==> src/rtl/game_master_pkg.sv <==
// Shared types and helpers for the sprite-game master controller.
// State encoding, default sizes and the off-screen test live here.
package game_master_pkg;

  typedef enum logic [2:0] {
    S_START_GAME,
    S_START_ROUND,
    S_AIM,
    S_SHOOT,
    S_END_ROUND,
    S_LIFE_LOST,
    S_END_GAME
  } state_e;

  localparam int unsigned DEF_N_TARGETS = 3;
  localparam int unsigned DEF_N_SHOTS   = 2;
  localparam int unsigned DEF_SCORE_W   = 4;
  localparam int unsigned DEF_WIN_SCORE = 10;
  localparam int unsigned DEF_LIVES     = 3;
  localparam int unsigned DEF_LIVES_W   = 2;

  // Unused upper bits must be padded with ones by the caller.
  function automatic logic any_off(input logic [7:0] v);
    return ~&v;
  endfunction

endpackage

==> src/rtl/game_score_lives.sv <==
// Score and lives counters: saturating increment, floored decrement,
// reload on game start.
module game_score_lives #(
  parameter int unsigned SCORE_W = 4,
  parameter int unsigned LIVES_W = 2,
  parameter int unsigned LIVES   = 3
) (
  input  logic               clk,
  input  logic               rst,
  input  logic               clear_i,
  input  logic               inc_i,
  input  logic               dec_i,
  output logic [SCORE_W-1:0] score_o,
  output logic [LIVES_W-1:0] lives_o
);

  logic [SCORE_W-1:0] score_q, score_d;
  logic [LIVES_W-1:0] lives_q, lives_d;

  always_comb begin
    score_d = score_q;
    lives_d = lives_q;
    if (clear_i) begin
      score_d = '0;
      lives_d = LIVES_W'(LIVES);
    end else begin
      if (inc_i && (score_q != '1))
        score_d = score_q + SCORE_W'(1);
      if (dec_i && (lives_q != '0))
        lives_d = lives_q - LIVES_W'(1);
    end
  end

  always_ff @(posedge clk) begin
    if (!rst) begin
      score_q <= '0;
      lives_q <= LIVES_W'(LIVES);
    end else begin
      score_q <= score_d;
      lives_q <= lives_d;
    end
  end

  assign score_o = score_q;
  assign lives_o = lives_q;

endmodule

==> src/rtl/game_master_fsm_param.sv <==
// Round sequencer for the sprite shooting game: drives per-sprite
// strobes and reports win/loss to the end-of-game timer.
module game_master_fsm_param
  import game_master_pkg::*;
#(
  parameter int unsigned N_TARGETS = DEF_N_TARGETS,
  parameter int unsigned N_SHOTS   = DEF_N_SHOTS,
  parameter int unsigned SCORE_W   = DEF_SCORE_W,
  parameter int unsigned WIN_SCORE = DEF_WIN_SCORE,
  parameter int unsigned LIVES     = DEF_LIVES,
  parameter int unsigned LIVES_W   = DEF_LIVES_W
) (
  input  logic                 clk,
  input  logic                 rst,
  input  logic                 launch_key,
  input  logic [N_TARGETS-1:0] target_within_screen,
  input  logic [N_SHOTS-1:0]   shot_within_screen,
  input  logic [N_TARGETS-1:0] shot_hit,
  input  logic                 ship_collision,
  input  logic                 end_of_game_timer_running,
  output logic [N_TARGETS-1:0] target_write_xy,
  output logic [N_TARGETS-1:0] target_write_dxy,
  output logic [N_TARGETS-1:0] target_enable_update,
  output logic [N_SHOTS-1:0]   shot_write_xy,
  output logic [N_SHOTS-1:0]   shot_write_dxy,
  output logic [N_SHOTS-1:0]   shot_enable_update,
  output logic                 end_of_game_timer_start,
  output logic                 game_won,
  output logic                 game_lost,
  output logic [SCORE_W-1:0]   score,
  output logic [LIVES_W-1:0]   lives
);

  state_e state_q, state_d;
  state_e prev_q;

  logic [N_TARGETS-1:0] txy_q, txy_d;
  logic [N_TARGETS-1:0] tdxy_q, tdxy_d;
  logic [N_TARGETS-1:0] ten_q, ten_d;
  logic [N_SHOTS-1:0]   sxy_q, sxy_d;
  logic [N_SHOTS-1:0]   sdxy_q, sdxy_d;
  logic [N_SHOTS-1:0]   sen_q, sen_d;
  logic                 start_q, start_d;
  logic                 won_q, won_d;
  logic                 lost_q, lost_d;

  logic       clr, inc, dec;
  logic [7:0] tws_pad;
  logic       miss;

  always_comb begin
    tws_pad = '1;
    tws_pad[N_TARGETS-1:0] = target_within_screen;
  end

  assign miss = any_off(tws_pad) || ~|shot_within_screen;

  always_comb begin
    state_d = state_q;
    txy_d   = '0;
    tdxy_d  = '0;
    ten_d   = '0;
    sxy_d   = '0;
    sdxy_d  = '0;
    sen_d   = '0;
    start_d = 1'b0;
    won_d   = won_q;
    lost_d  = lost_q;
    clr     = 1'b0;
    inc     = 1'b0;
    dec     = 1'b0;
    unique case (state_q)
      S_START_GAME: begin
        clr     = 1'b1;
        won_d   = 1'b0;
        lost_d  = 1'b0;
        state_d = S_START_ROUND;
      end
      S_START_ROUND: begin
        txy_d   = '1;
        tdxy_d  = '1;
        sxy_d   = '1;
        state_d = S_AIM;
      end
      S_AIM: begin
        ten_d = '1;
        if (ship_collision)
          state_d = S_LIFE_LOST;
        else if (launch_key)
          state_d = S_SHOOT;
      end
      S_SHOOT: begin
        ten_d = '1;
        sen_d = '1;
        if (prev_q != S_SHOOT)
          sdxy_d = '1;
        // Collision outranks a same-cycle hit.
        if (ship_collision) begin
          state_d = S_LIFE_LOST;
        end else if (|shot_hit) begin
          inc     = 1'b1;
          state_d = S_END_ROUND;
        end else if (miss) begin
          state_d = S_START_ROUND;
        end
      end
      S_END_ROUND: begin
        if (score >= SCORE_W'(WIN_SCORE)) begin
          won_d   = 1'b1;
          start_d = 1'b1;
          state_d = S_END_GAME;
        end else begin
          state_d = S_START_ROUND;
        end
      end
      S_LIFE_LOST: begin
        dec = 1'b1;
        if (lives <= LIVES_W'(1)) begin
          lost_d  = 1'b1;
          start_d = 1'b1;
          state_d = S_END_GAME;
        end else begin
          state_d = S_START_ROUND;
        end
      end
      S_END_GAME: begin
        // First cycle covers the timer's start latency.
        if ((prev_q == S_END_GAME) && !end_of_game_timer_running)
          state_d = S_START_GAME;
      end
      default: state_d = S_START_GAME;
    endcase
  end

  always_ff @(posedge clk) begin
    if (!rst) begin
      state_q <= S_START_GAME;
      prev_q  <= S_START_GAME;
      txy_q   <= '0;
      tdxy_q  <= '0;
      ten_q   <= '0;
      sxy_q   <= '0;
      sdxy_q  <= '0;
      sen_q   <= '0;
      start_q <= 1'b0;
      won_q   <= 1'b0;
      lost_q  <= 1'b0;
    end else begin
      state_q <= state_d;
      prev_q  <= state_q;
      txy_q   <= txy_d;
      tdxy_q  <= tdxy_d;
      ten_q   <= ten_d;
      sxy_q   <= sxy_d;
      sdxy_q  <= sdxy_d;
      sen_q   <= sen_d;
      start_q <= start_d;
      won_q   <= won_d;
      lost_q  <= lost_d;
    end
  end

  game_score_lives #(
    .SCORE_W (SCORE_W),
    .LIVES_W (LIVES_W),
    .LIVES   (LIVES)
  ) u_sl (
    .clk     (clk),
    .rst     (rst),
    .clear_i (clr),
    .inc_i   (inc),
    .dec_i   (dec),
    .score_o (score),
    .lives_o (lives)
  );

  assign target_write_xy         = txy_q;
  assign target_write_dxy        = tdxy_q;
  assign target_enable_update    = ten_q;
  assign shot_write_xy           = sxy_q;
  assign shot_write_dxy          = sdxy_q;
  assign shot_enable_update      = sen_q;
  assign end_of_game_timer_start = start_q;
  assign game_won                = won_q;
  assign game_lost               = lost_q;

endmodule

==> config.mk <==
export PLATFORM = sky130hd
export DESIGN_NAME = game_master_fsm_param
export DESIGN_NICKNAME = d
export VERILOG_FILES = /design/src/rtl/game_master_pkg.sv /design/src/rtl/game_score_lives.sv /design/src/rtl/game_master_fsm_param.sv
export SDC_FILE = /design/constraint.sdc
export NUM_CORES = 1
export LEC_CHECK = 0
export BUFFER_PORTS_ARGS = -buffer_cell sky130_fd_sc_hd__buf_2
export CORE_AREA = 4 4 51 53
export CTS_CLUSTER_SIZE = 40
export DETAILED_ROUTE_END_ITERATION = 8
export DIE_AREA = 0 0 55 57
export PLACE_DENSITY = 0.73
export SLEW_MARGIN = 20
export SYNTH_ARGS = -nofsm -noshare
export SYNTH_HDL_FRONTEND = slang
export SYNTH_SLANG_ARGS = --single-unit
==> constraint.sdc <==
create_clock -name clk -period 1.68 [get_ports clk]
set_input_delay 0.252 -clock clk [delete_from_list [all_inputs] [get_ports clk]]
set_output_delay 0.252 -clock clk [all_outputs]
set_load 0.02 [all_outputs]
==> run summary <==
number of ports placed on the die boundary - 37
cell at the root of the clock tree - sky130_fd_sc_hd__clkbuf_4
final worst-path cycle share - 92.9%
Fin Clk Skew - 2.88 ps
routed vias/inst - 5.05
terminating pin of the worst hold path - state_q[1]$_SDFFE_PN0P_
pin count of the biggest net entering global routing - 14
Critical R2R Launch - u_sl.score_o[0]$_SDFFE_PP0P_
Die Area - 0.00314 mm²
CP required - 1880 ps
initial antenna violation count - 0
path type of the worst min-delay path - in2reg
highest-count cells in the layout ignoring fill and taps - 36 x sky130_fd_sc_hd__buf_2, 18 x sky130_fd_sc_hd__dfxtp_1, 10 x sky130_fd_sc_hd__nor2_1
Net Count, Synth - 124
HPWL after detailed placement - 1470 µm
combinational group share of total power - 29.7%
remaining antenna violation count - 0
Port-buffer cells - 36
startpoint type of the worst setup path - register
sequential power share - 49.2%
static leakage power - 0.000557 µW
final number of setup-violating endpoints - 0
total clock sinks - 19
GRT met3 Usage - 2.61%
number of buffers inserted during clock tree synthesis - 3
via count - 818
Sum Neg Setup Slack - 0 ps
switching share of total power - 36.1%
register area share after synthesis - 38.6%
clock edge transition at the registers on the reported setup and hold paths - 110 ps
Hold Startpoint - rst
number of synthesized flops with an enable pin - 0
Skew-Pair Late Insertion Delay - 300 ps
routed wire length - 1890 µm
routed length per instance - 11.7 µm
flop and latch count out of synthesis - 19
DR DRC count - 0
starting density of the core - 45.8%
max-slew violation count - 0
Worst Path Max Fanout - 4
Overflow after GRT - 0
part of the power in the clock network - 21.1%
total number of yosys warnings - 0
post-route cell area - 0.00114 mm²
internal power contribution - 719 µW
worst-case vdd ir drop - 0.000462 V
FP Rows - 17
maximum clock insertion buffer count - 2
maxcap violations - 0
Tightest Pin Transition - 533 ps
Floorplan Core Area - 0.00215 mm²
Vert. Die Dim - 57 µm
most common cell after layout, fill and taps aside - sky130_fd_sc_hd__buf_2
TritonCTS clock tree - yes
count of nets after finishing - 152
total number of H-tree levels - 1
most utilized layer in the global route result - met2
Crit Path Category - reg2reg
primary flip-flop cell chosen by synthesis mapping - sky130_fd_sc_hd__dfxtp_1
number of distinct library cells after synthesis - 36
critical register-to-register path endpoint - state_q[1]$_SDFFE_PN0P_
net switching power figure - 406 µW
fmax - 641 MHz
final core area utilization - 52.9%
count of TritonRoute iterations in the first routing pass - 4
vias in the first global route - 733
post-synthesis instance area - 985 µm²
n_diodes - 0
met2 demand-to-capacity share in global routing - 20.6%
critical path endpoint category - register
cell count after synthesis - 107
initial drt markers - 8
syn_area_per_cell - 9.20 µm²
headroom to the max-slew limit - 64.4%
weighted congestion reported at the end of routability-driven placement - 0.748
met1 usage in global routing - 17.1%
total cell area at the placement stage - 0.00110 mm²
Data arrival, critical path - 1760 ps
global-route wire length before repair - 3150 µm
cell depth of the worst flop-to-flop path - 6
# hold bufs at CTS - 0
layout cell share with drive strength beyond 1 - 32.8%
endpoints failing hold - 0
share of flip-flops with an asynchronous set or reset after synthesis - 0%
Cells on Worst Hold Path - 2
shortest clock period the worst path allows after layout - 1560 ps
power per cell area - 990 mW/mm²
Final Total Pwr - 1120 µW
FF-to-FF setup slack - 120 ps
result of the run - completed
Die Width - 55 µm
synthesis-to-layout area growth - 15.4%
GR Util All Layers - 13.5%
RSZ-0062 raised after global routing - false
[routing by layer]
metal | part of all wire, % | vias up
met1 | 44 | 368
met4 | 1.4 | 0
li1 | - | 415
met2 | 45 | 33
met5 | 0 | -
met3 | 8.7 | 2
[worst max-delay path, cell delays in order (launching register included)]
cell	delay (ps)
sky130_fd_sc_hd__dfxtp_2	360
sky130_fd_sc_hd__inv_1	60
sky130_fd_sc_hd__ha_1	180
sky130_fd_sc_hd__or3_1	350
sky130_fd_sc_hd__a32oi_1	220
sky130_fd_sc_hd__nor2_1	60
sky130_fd_sc_hd__o31a_1	230
[area by class of cell]
class | count | area (µm²)
flip-flops and latches | 19 | 382
fillers | 211 | 1010
well taps | 28 | 35.0
inverters | 8 | 30.0
multi-input cells | 67 | 479
clock inverters | 1 | 7.51
clock buffers | 3 | 22.5
repair buffers | 36 | 180
[cells in the mapped netlist, types with 2 or more instances]
master                     instances  area (µm²)
sky130_fd_sc_hd__dfxtp_1          19         380
sky130_fd_sc_hd__buf_4            12        90.1
sky130_fd_sc_hd__nor2_1           10        37.5
sky130_fd_sc_hd__inv_1             8        30.0
sky130_fd_sc_hd__nand2_1           6        22.5
sky130_fd_sc_hd__nor3_1            6        30.0
sky130_fd_sc_hd__ha_1              4        50.1
sky130_fd_sc_hd__a21oi_1           3        15.0
sky130_fd_sc_hd__nand2b_1          3        18.8
sky130_fd_sc_hd__a31oi_1           2        12.5
sky130_fd_sc_hd__a32oi_1           2        17.5
sky130_fd_sc_hd__and2b_1           2        15.0
sky130_fd_sc_hd__nand3_1           2        10.0
sky130_fd_sc_hd__nand4_1           2        12.5
sky130_fd_sc_hd__nor2b_1           2        12.5
sky130_fd_sc_hd__or3_1             2        12.5
sky130_fd_sc_hd__xnor2_1           2        17.5
sky130_fd_sc_hd__xor2_1            2        17.5
[kinds of logic after synthesis]
kind of cell               Yosys count  share of synthesized area, %
muxes                                1                          1.02
DFF                                 19                          38.6
AOI/OAI and AO/OA                   16                          15.0
buffers and inverters               21                          12.7
xor gates and xnor gates             4                          3.56
and+or+nand+nor                     42                          24.0
adders and majority gates            4                          5.08
[state kept, by name (all words and copies together) (netlist names)]
signal,count
target_enable_update,1
game_lost,1
target_write_dxy,1
state_q,3
u_sl.lives_o,2
shot_write_dxy,1
game_won,1
u_sl.score_o,4
end_of_game_timer_start,1
prev_q,3
shot_enable_update,1
[power groups by stage]
stage | logic, µW | registers, µW | clock network [µW]
6_report | 335 | 553 | 237
5_1_grt | 368 | 566 | 261
4_1_cts | 339 | 553 | 245
3_5_place_dp | 338 | 564 | 0
3_3_place_gp | 335 | 561 | 0
2_1_floorplan | 314 | 548 | 0
[worst max-delay path by stage]
stage                                      start                       to  slack (ps)
finish              u_sl.score_o[0]$_SDFFE_PP0P_  state_q[1]$_SDFFE_PN0P_         120
global route        u_sl.score_o[0]$_SDFFE_PP0P_  state_q[1]$_SDFFE_PN0P_          50
CTS                 u_sl.score_o[0]$_SDFFE_PP0P_  state_q[1]$_SDFFE_PN0P_          90
detailed placement  u_sl.score_o[0]$_SDFFE_PP0P_  state_q[1]$_SDFFE_PN0P_         110
global placement    u_sl.score_o[0]$_SDFFE_PP0P_  state_q[1]$_SDFFE_PN0P_         150
floorplan           u_sl.score_o[0]$_SDFFE_PP0P_  state_q[1]$_SDFFE_PN0P_          30
[metrics by stage]
step / hold slack [ps] / worst slack, ps / instances
after detailed placement: 454 / 114 / 158
after CTS: 224 / 86.6 / 162
after global placement: 449 / 154 / 158
after global routing: 230 / 49.8 / 162
final: 230 / 120 / 162
after floorplan: 379 / 25.5 / 107
[repair_timing]
action | 4_1_cts | 5_1_grt
endpoints found under the hold margin | 0 | 0
setup buffers | 0 | 0
resized for setup | 0 | 1
setup endpoints to repair | 0 | 1
Power figures use the tool's default switching activity.
